### src/rtl/mem_lsu_bus.sv
// Purpose : memory-stage load/store unit; turns execute-stage memory commands into word bus requests.
// Latency : request in the issue cycle; write-back one cycle after grant (stores) or after rvalid (loads).
// Backpress: stall_out holds upstream from the issue cycle until WB; bus_req_out held stable until grant.
//
// Ports:
//   clk_in, reset_in (async, active-low)
//   mem_op/addr/data/we_in           : memory command from execute
//   reg_waddr/wdata/we_in            : write-back from execute (passed through on non-memory ops)
//   bus_req/addr/we/be/wdata_out     : word-aligned bus request; bus_gnt_in accepts it
//   bus_rvalid_in, bus_rdata_in      : read response
//   stall_out, reg_we/waddr/wdata_out: pipeline hold and register write-back
//   misalign_out                     : one-cycle misaligned-access flag
// Optional macro LSU_MISALIGN_TRAP_EN: misaligned half/word accesses skip the bus and flag misalign_out.

`ifndef MEM_NOP
`define MEM_NOP 4'd0
`define LB      4'd1
`define LBU     4'd2
`define LH      4'd3
`define LHU     4'd4
`define LW      4'd5
`define SB      4'd6
`define SH      4'd7
`define SW      4'd8
`endif

module mem_lsu_bus #(
   parameter int ADDR_WIDTH = 32,
   parameter int DATA_WIDTH = 32
) (
   input  logic                  clk_in,
   input  logic                  reset_in,
   input  logic [3:0]            mem_op_in,
   input  logic [ADDR_WIDTH-1:0] mem_addr_in,
   input  logic [DATA_WIDTH-1:0] mem_data_in,
   input  logic                  mem_we_in,
   input  logic [4:0]            reg_waddr_in,
   input  logic [DATA_WIDTH-1:0] reg_wdata_in,
   input  logic                  reg_we_in,
   output logic                  bus_req_out,
   output logic [ADDR_WIDTH-1:0] bus_addr_out,
   output logic                  bus_we_out,
   output logic [3:0]            bus_be_out,
   output logic [DATA_WIDTH-1:0] bus_wdata_out,
   input  logic                  bus_gnt_in,
   input  logic                  bus_rvalid_in,
   input  logic [DATA_WIDTH-1:0] bus_rdata_in,
   output logic                  stall_out,
   output logic                  reg_we_out,
   output logic [4:0]            reg_waddr_out,
   output logic [DATA_WIDTH-1:0] reg_wdata_out,
   output logic                  misalign_out
);

   typedef enum logic [1:0] {S_IDLE, S_REQ, S_RWAIT, S_WB} state_t;

   function automatic logic op_is_load(input logic [3:0] op);
      return (op == `LB) || (op == `LBU) || (op == `LH) || (op == `LHU) || (op == `LW);
   endfunction

   function automatic logic op_is_store(input logic [3:0] op);
      return (op == `SB) || (op == `SH) || (op == `SW);
   endfunction

   // Halfword lane is chosen by a[1] only; words always use all lanes.
   function automatic logic [3:0] calc_be(input logic [3:0] op, input logic [1:0] a);
      case (op)
         `SB:     calc_be = 4'b0001 << a;
         `SH:     calc_be = a[1] ? 4'b1100 : 4'b0011;
         default: calc_be = 4'b1111;
      endcase
   endfunction

   function automatic logic [DATA_WIDTH-1:0] calc_wdata(input logic [3:0] op, input logic [DATA_WIDTH-1:0] d);
      case (op)
         `SB:     calc_wdata = {4{d[7:0]}};
         `SH:     calc_wdata = {2{d[15:0]}};
         default: calc_wdata = d;
      endcase
   endfunction

   function automatic logic [DATA_WIDTH-1:0] load_ext(input logic [3:0] op, input logic [1:0] a,
                                                      input logic [DATA_WIDTH-1:0] w);
      logic [7:0]  b;
      logic [15:0] h;
      b = w[{a, 3'b000} +: 8];
      h = a[1] ? w[31:16] : w[15:0];
      case (op)
         `LB:     load_ext = {{24{b[7]}}, b};
         `LBU:    load_ext = {24'd0, b};
         `LH:     load_ext = {{16{h[15]}}, h};
         `LHU:    load_ext = {16'd0, h};
         default: load_ext = w;
      endcase
   endfunction

   state_t                  state_q, state_d;
   logic [3:0]              op_q, op_d;
   logic [1:0]              a_q, a_d;
   logic [ADDR_WIDTH-1:0]   addr_q, addr_d;
   logic                    we_q, we_d;
   logic [3:0]              be_q, be_d;
   logic [DATA_WIDTH-1:0]   wdata_q, wdata_d;
   logic [4:0]              waddr_q, waddr_d;
   logic                    reg_we_q, reg_we_d;
   logic [4:0]              reg_waddr_q, reg_waddr_d;
   logic [DATA_WIDTH-1:0]   reg_wdata_q, reg_wdata_d;
   logic                    misalign_q, misalign_d;

   logic                    idle, issue, trap, bus_req, stall, take_rdata;
   logic [3:0]              cur_op;
   logic [1:0]              cur_a;
   logic [4:0]              cur_waddr;
   logic [ADDR_WIDTH-1:0]   iss_addr;
   logic [3:0]              iss_be;
   logic [DATA_WIDTH-1:0]   iss_wdata;
   logic                    iss_we;

   // The op decode alone decides direction; the execute-stage write flag is redundant.
   logic unused_mem_we;
   assign unused_mem_we = mem_we_in;

   assign idle      = (state_q == S_IDLE);
   // Gating with reset_in keeps the combinational request path quiet while reset is held.
   assign issue     = idle && reset_in && (op_is_load(mem_op_in) || op_is_store(mem_op_in));
   assign cur_op    = idle ? mem_op_in : op_q;
   assign cur_a     = idle ? mem_addr_in[1:0] : a_q;
   assign cur_waddr = idle ? reg_waddr_in : waddr_q;
   assign iss_addr  = {mem_addr_in[ADDR_WIDTH-1:2], 2'b00};
   assign iss_be    = calc_be(mem_op_in, mem_addr_in[1:0]);
   assign iss_wdata = calc_wdata(mem_op_in, mem_data_in);
   assign iss_we    = op_is_store(mem_op_in);

`ifdef LSU_MISALIGN_TRAP_EN
   assign trap = (((mem_op_in == `LH) || (mem_op_in == `LHU) || (mem_op_in == `SH)) && mem_addr_in[0]) ||
                 (((mem_op_in == `LW) || (mem_op_in == `SW)) && (mem_addr_in[1:0] != 2'b00));
`else
   assign trap = 1'b0;
`endif

   always_comb begin
      state_d     = state_q;
      op_d        = op_q;
      a_d         = a_q;
      addr_d      = addr_q;
      we_d        = we_q;
      be_d        = be_q;
      wdata_d     = wdata_q;
      waddr_d     = waddr_q;
      reg_we_d    = 1'b0;
      reg_waddr_d = reg_waddr_q;
      reg_wdata_d = reg_wdata_q;
      misalign_d  = 1'b0;
      bus_req     = 1'b0;
      stall       = 1'b0;
      take_rdata  = 1'b0;
      case (state_q)
         S_IDLE: begin
            if (issue) begin
               op_d    = mem_op_in;
               a_d     = mem_addr_in[1:0];
               addr_d  = iss_addr;
               we_d    = iss_we;
               be_d    = iss_be;
               wdata_d = iss_wdata;
               waddr_d = reg_waddr_in;
               stall   = 1'b1;
               if (trap) begin
                  state_d    = S_WB;
                  misalign_d = 1'b1;
               end else begin
                  bus_req = 1'b1;
                  state_d = S_REQ;
               end
            end else begin
               reg_we_d    = reg_we_in;
               reg_waddr_d = reg_waddr_in;
               reg_wdata_d = reg_wdata_in;
            end
         end
         S_REQ: begin
            bus_req = 1'b1;
            stall   = 1'b1;
         end
         S_RWAIT: begin
            stall = 1'b1;
            if (bus_rvalid_in) begin
               take_rdata = 1'b1;
               state_d    = S_WB;
            end
         end
         S_WB:    state_d = S_IDLE;
         default: state_d = S_IDLE;
      endcase
      // A grant can land in the issue cycle or any REQ cycle; a load may see its data in that same cycle.
      if (bus_req && bus_gnt_in) begin
         if (!op_is_load(cur_op)) begin
            state_d = S_WB;
         end else if (bus_rvalid_in) begin
            take_rdata = 1'b1;
            state_d    = S_WB;
         end else begin
            state_d = S_RWAIT;
         end
      end
      if (take_rdata) begin
         reg_we_d    = 1'b1;
         reg_waddr_d = cur_waddr;
         reg_wdata_d = load_ext(cur_op, cur_a, bus_rdata_in);
      end
   end

   always_ff @(posedge clk_in or negedge reset_in) begin
      if (!reset_in) begin
         state_q     <= S_IDLE;
         op_q        <= `MEM_NOP;
         a_q         <= '0;
         addr_q      <= '0;
         we_q        <= 1'b0;
         be_q        <= '0;
         wdata_q     <= '0;
         waddr_q     <= '0;
         reg_we_q    <= 1'b0;
         reg_waddr_q <= '0;
         reg_wdata_q <= '0;
         misalign_q  <= 1'b0;
      end else begin
         state_q     <= state_d;
         op_q        <= op_d;
         a_q         <= a_d;
         addr_q      <= addr_d;
         we_q        <= we_d;
         be_q        <= be_d;
         wdata_q     <= wdata_d;
         waddr_q     <= waddr_d;
         reg_we_q    <= reg_we_d;
         reg_waddr_q <= reg_waddr_d;
         reg_wdata_q <= reg_wdata_d;
         misalign_q  <= misalign_d;
      end
   end

   assign bus_req_out   = bus_req;
   assign bus_addr_out  = !bus_req ? '0 : (idle ? iss_addr  : addr_q);
   assign bus_we_out    = bus_req && (idle ? iss_we : we_q);
   assign bus_be_out    = !bus_req ? '0 : (idle ? iss_be    : be_q);
   assign bus_wdata_out = !bus_req ? '0 : (idle ? iss_wdata : wdata_q);
   assign stall_out     = stall;
   assign reg_we_out    = reg_we_q;
   assign reg_waddr_out = reg_waddr_q;
   assign reg_wdata_out = reg_wdata_q;
   assign misalign_out  = misalign_q;

endmodule

### config.mk
export PLATFORM = sky130hd
export DESIGN_NAME = mem_lsu_bus
export DESIGN_NICKNAME = d
export VERILOG_FILES = /design/src/rtl/mem_lsu_bus.sv
export SDC_FILE = /design/constraint.sdc
export NUM_CORES = 1
export LEC_CHECK = 0
export BUFFER_PORTS_ARGS = -buffer_cell sky130_fd_sc_hd__buf_2
export CORE_AREA = 2 2 191 99
export CTS_CLUSTER_DIAMETER = 40
export DETAILED_ROUTE_END_ITERATION = 10
export DIE_AREA = 0 0 193 101
export PLACE_DENSITY_LB_ADDON = 0.05
export SLEW_MARGIN = 20
export SYNTH_ARGS = -nofsm -noshare
export SYNTH_HDL_FRONTEND = slang
export SYNTH_SLANG_ARGS = --single-unit
### constraint.sdc
create_clock -name clk_in -period 2.6 [get_ports clk_in]
set_input_delay 0.39 -clock clk_in [delete_from_list [all_inputs] [get_ports clk_in]]
set_output_delay 0.39 -clock clk_in [all_outputs]
set_load 0.05 [all_outputs]
==> impl_metrics.toml <==
[logic_synthesis]
yosysTopAreaCellShare_pct = 42.2
ys_async_sr_fraction_pct = 100
yosys.area.top_type = "dfrtp_1"
synth_cells = 830
synth_edf_count = 0
synthTopCellsByArea = "dfrtp_1 42%, nand2_1 14%, mux2i_1 12%"
synth_area_sq_um = 7000
synth_ff_type = "dfrtp_1"
syn_avg_cell_area_sq_um = 8.44
synth_cell_types = 49
ys_warn_count = 0
yosysSeqAreaShare_pct = 42.2
ys_ff_latch = 118

[detailed_routing]
wirelength_um = 22500
drtAntennaViolNets = 0
vias = 6716
wl_per_cell_um = 16.8
firstDrtPassIters = 5
drt-initial-drc-count = 346
detail_route.vias_per_cell = 5.03
drc = 0

[die]
coreArea_sq_um = 18000
ios = 253
core.rowCount = 35
chipHeight_um = 101
die_x_um = 193
die_area_sq_um = 19500
initial_core_util_pct = 39.0

[sta]
fin_ws_ps = 23.1
grt_setup_unrepaired = "yes"
clock.fmax_mhz = 388
setup_viol = 0
slew-limit-headroom_pct = 42.2
hold_violations = 0
slew_viol_final = 0
tns_ps = 0
skew_ps = 8.41
worstMarginPinSlew_ps = 867
fin_crit_sh_pct = 99.1
period_needed_ps = 2580

[setup_path]
cp.arrival_ps = 2190
start_kind = "register"
crit_type = "register to output port"
slowest_stage = "dfrtp_1"
crit_path_end_kind = "output port"
max_stage_delay_ps = 380
required_ps = 2210
path_cells = "inv_2 > ha_4 > and2_4 > and3_4 > nor2_8 > buf_8 > a311oi_2 > buf_6"
worstPathMaxFanout = 7

[layout]
drive_gt1_share_pct = 41.0
stdcell_area_sq_um = 10000
final_util_pct = 55.9
fin_nets = 1232
fillers = 1665
syn_to_final_growth_pct = 43.3

[place]
dpl.hpwl_um = 15800
place_area_sq_um = 8920
dp_slack_ps = -48.9
gp_congestion = 0.818
numPortBuffers = 248

[clock_tree]
postCtsHoldBufs = 0
numCtsBuffers = 17
root_buffer = "clkbuf_16"
clk_pin_slew_ps = 50
insertion_delay_ps = 420
cts.sinks = 118
clk_path_buf_depth = 2
cts_tree = "yes"
h-tree-depth = 4

[grt]
grt_pass1_wl_um = 34700
grt-ovfl-total = 0
grt_pass1_vias = 6259
grt_max_degree = 66
grt.total_usage_pct = 23.3
grt_antenna_before_repair = 3

[power_and_ir_drop]
max-vdd-ir-drop_mv = 0.916
power.density_nw_per_um2 = 1410
p_leak_nw = 4.82

[run]
cap_violations = 0

[run_status]
status = "finished clean"

[hold_path]
hp-class = "input pin to asynchronous set/reset pin"
[layer usage]
layer	routed length, um	track usage, %	vias to the layer above
met5	35	0	-
met1	11800	36.4	3156
met3	1780	7.24	20
li1	-	-	3335
met2	8650	30.4	199
met4	172	5.30	6
[path summary, 6_finish.rpt]
kind	slack (ps)	startpoint	to	depth (start not counted)
setup / recovery	20	state_q[0]	bus_we_out	8
hold / removal	130	reset_in	op_q[2]	2
setup reg to reg	90	state_q[0]	reg_wdata_out[16]	10
hold reg to reg	470	addr_q[27]	addr_q[27]	2
max in group asynchronous	1140	reset_in	reg_waddr_out[3]	3
min in group clk_in	180	reg_we_in	reg_we_out	3
[per-stage QoR]
step	cells	hold slack (ps)	total power, W
floorplan	832	94.4	0.00933
global placement	1297	461	0.0113
detailed placement	1297	462	0.0113
CTS	1327	153	0.0138
global route	1334	175	0.0151
finish	1335	127	0.0142
[logic make-up after synthesis]
logic type	Yosys count	synth area share (%)
buf+inv	76	5.07
fa+ha+maj	5	0.893
other cells	1	0.0535
simple gates	359	20.7
compound gates	163	15.3
mux	105	15.5
flops	118	42.2
xor+xnor	3	0.375
[layout make-up]
type | instances | area (sq um) | area share [%]
Clock inverter | 4 | 45.0 | 0.449
Tap cell | 240 | 300 | 2.99
Clock buffer | 25 | 505 | 5.04
Antenna cell | 1 | 2.50 | 0.0249
Sequential cell | 118 | 2950 | 29.4
Multi-Input combinational cell | 639 | 4220 | 42.0
Inverter | 9 | 33.8 | 0.337
Timing Repair Buffer | 299 | 1980 | 19.7
[state kept, by name, indices dropped and copies added, names as in the netlist]
register and flops:
addr_q 30, reg_wdata_out 32, wdata_q 32, a_q 2, reg_we_out 1, we_q 1, waddr_q 5, state_q 2
be_q 4, reg_waddr_out 5, op_q 4
[worst max-delay path, delay by kind of cell (launching register included)]
family / cells / cell delay [ps]
flops: 1 / 380
fa+ha+maj: 1 / 200
buf+inv: 3 / 430
compound gates: 1 / 280
simple gates: 3 / 460
[synth_stat cells (all sizes together), types with 3 or more instances]
cell,instances
a31oi,18
nand3,3
a21oi,27
mux2i,87
a32oi,6
mux2,17
o21ai,53
and2,7
inv,9
nor2,84
dfrtp,118
o21bai,3
clkbuf,39
nand2,252
a221oi,7
ha,5
a211oi,37
buf,28
[power by group]
part | switching, W | internal, W | total (W)
Combinational | 0.00585 | 0.00283 | 0.00869
Sequential | 0.000515 | 0.00274 | 0.00326
Clock | 0.000823 | 0.00142 | 0.00224
Total | 0.00719 | 0.00700 | 0.0142
[what timing repair did]
item                       CTS  global route
resized for setup           39            85
buffers inserted             0             6
setup endpoints to repair   40           106
gates cloned                 1             1
pin swaps                    1             8
[cell usage in the layout (no fill, tap or decap), types with 7 or more instances in the layout]
master and n:
mux2i_1 83, nand2_1 252, buf_4 48, nor2_1 35, mux2_2 17, clkbuf_16 17, nor2_2 47, buf_12 9
a21oi_1 27, buf_6 24, a211oi_4 15, dfrtp_1 118, buf_2 199, a31oi_1 18, inv_1 7, clkbuf_4 17
o21ai_0 49, a211oi_2 19
(Power assumes the default switching activity.)
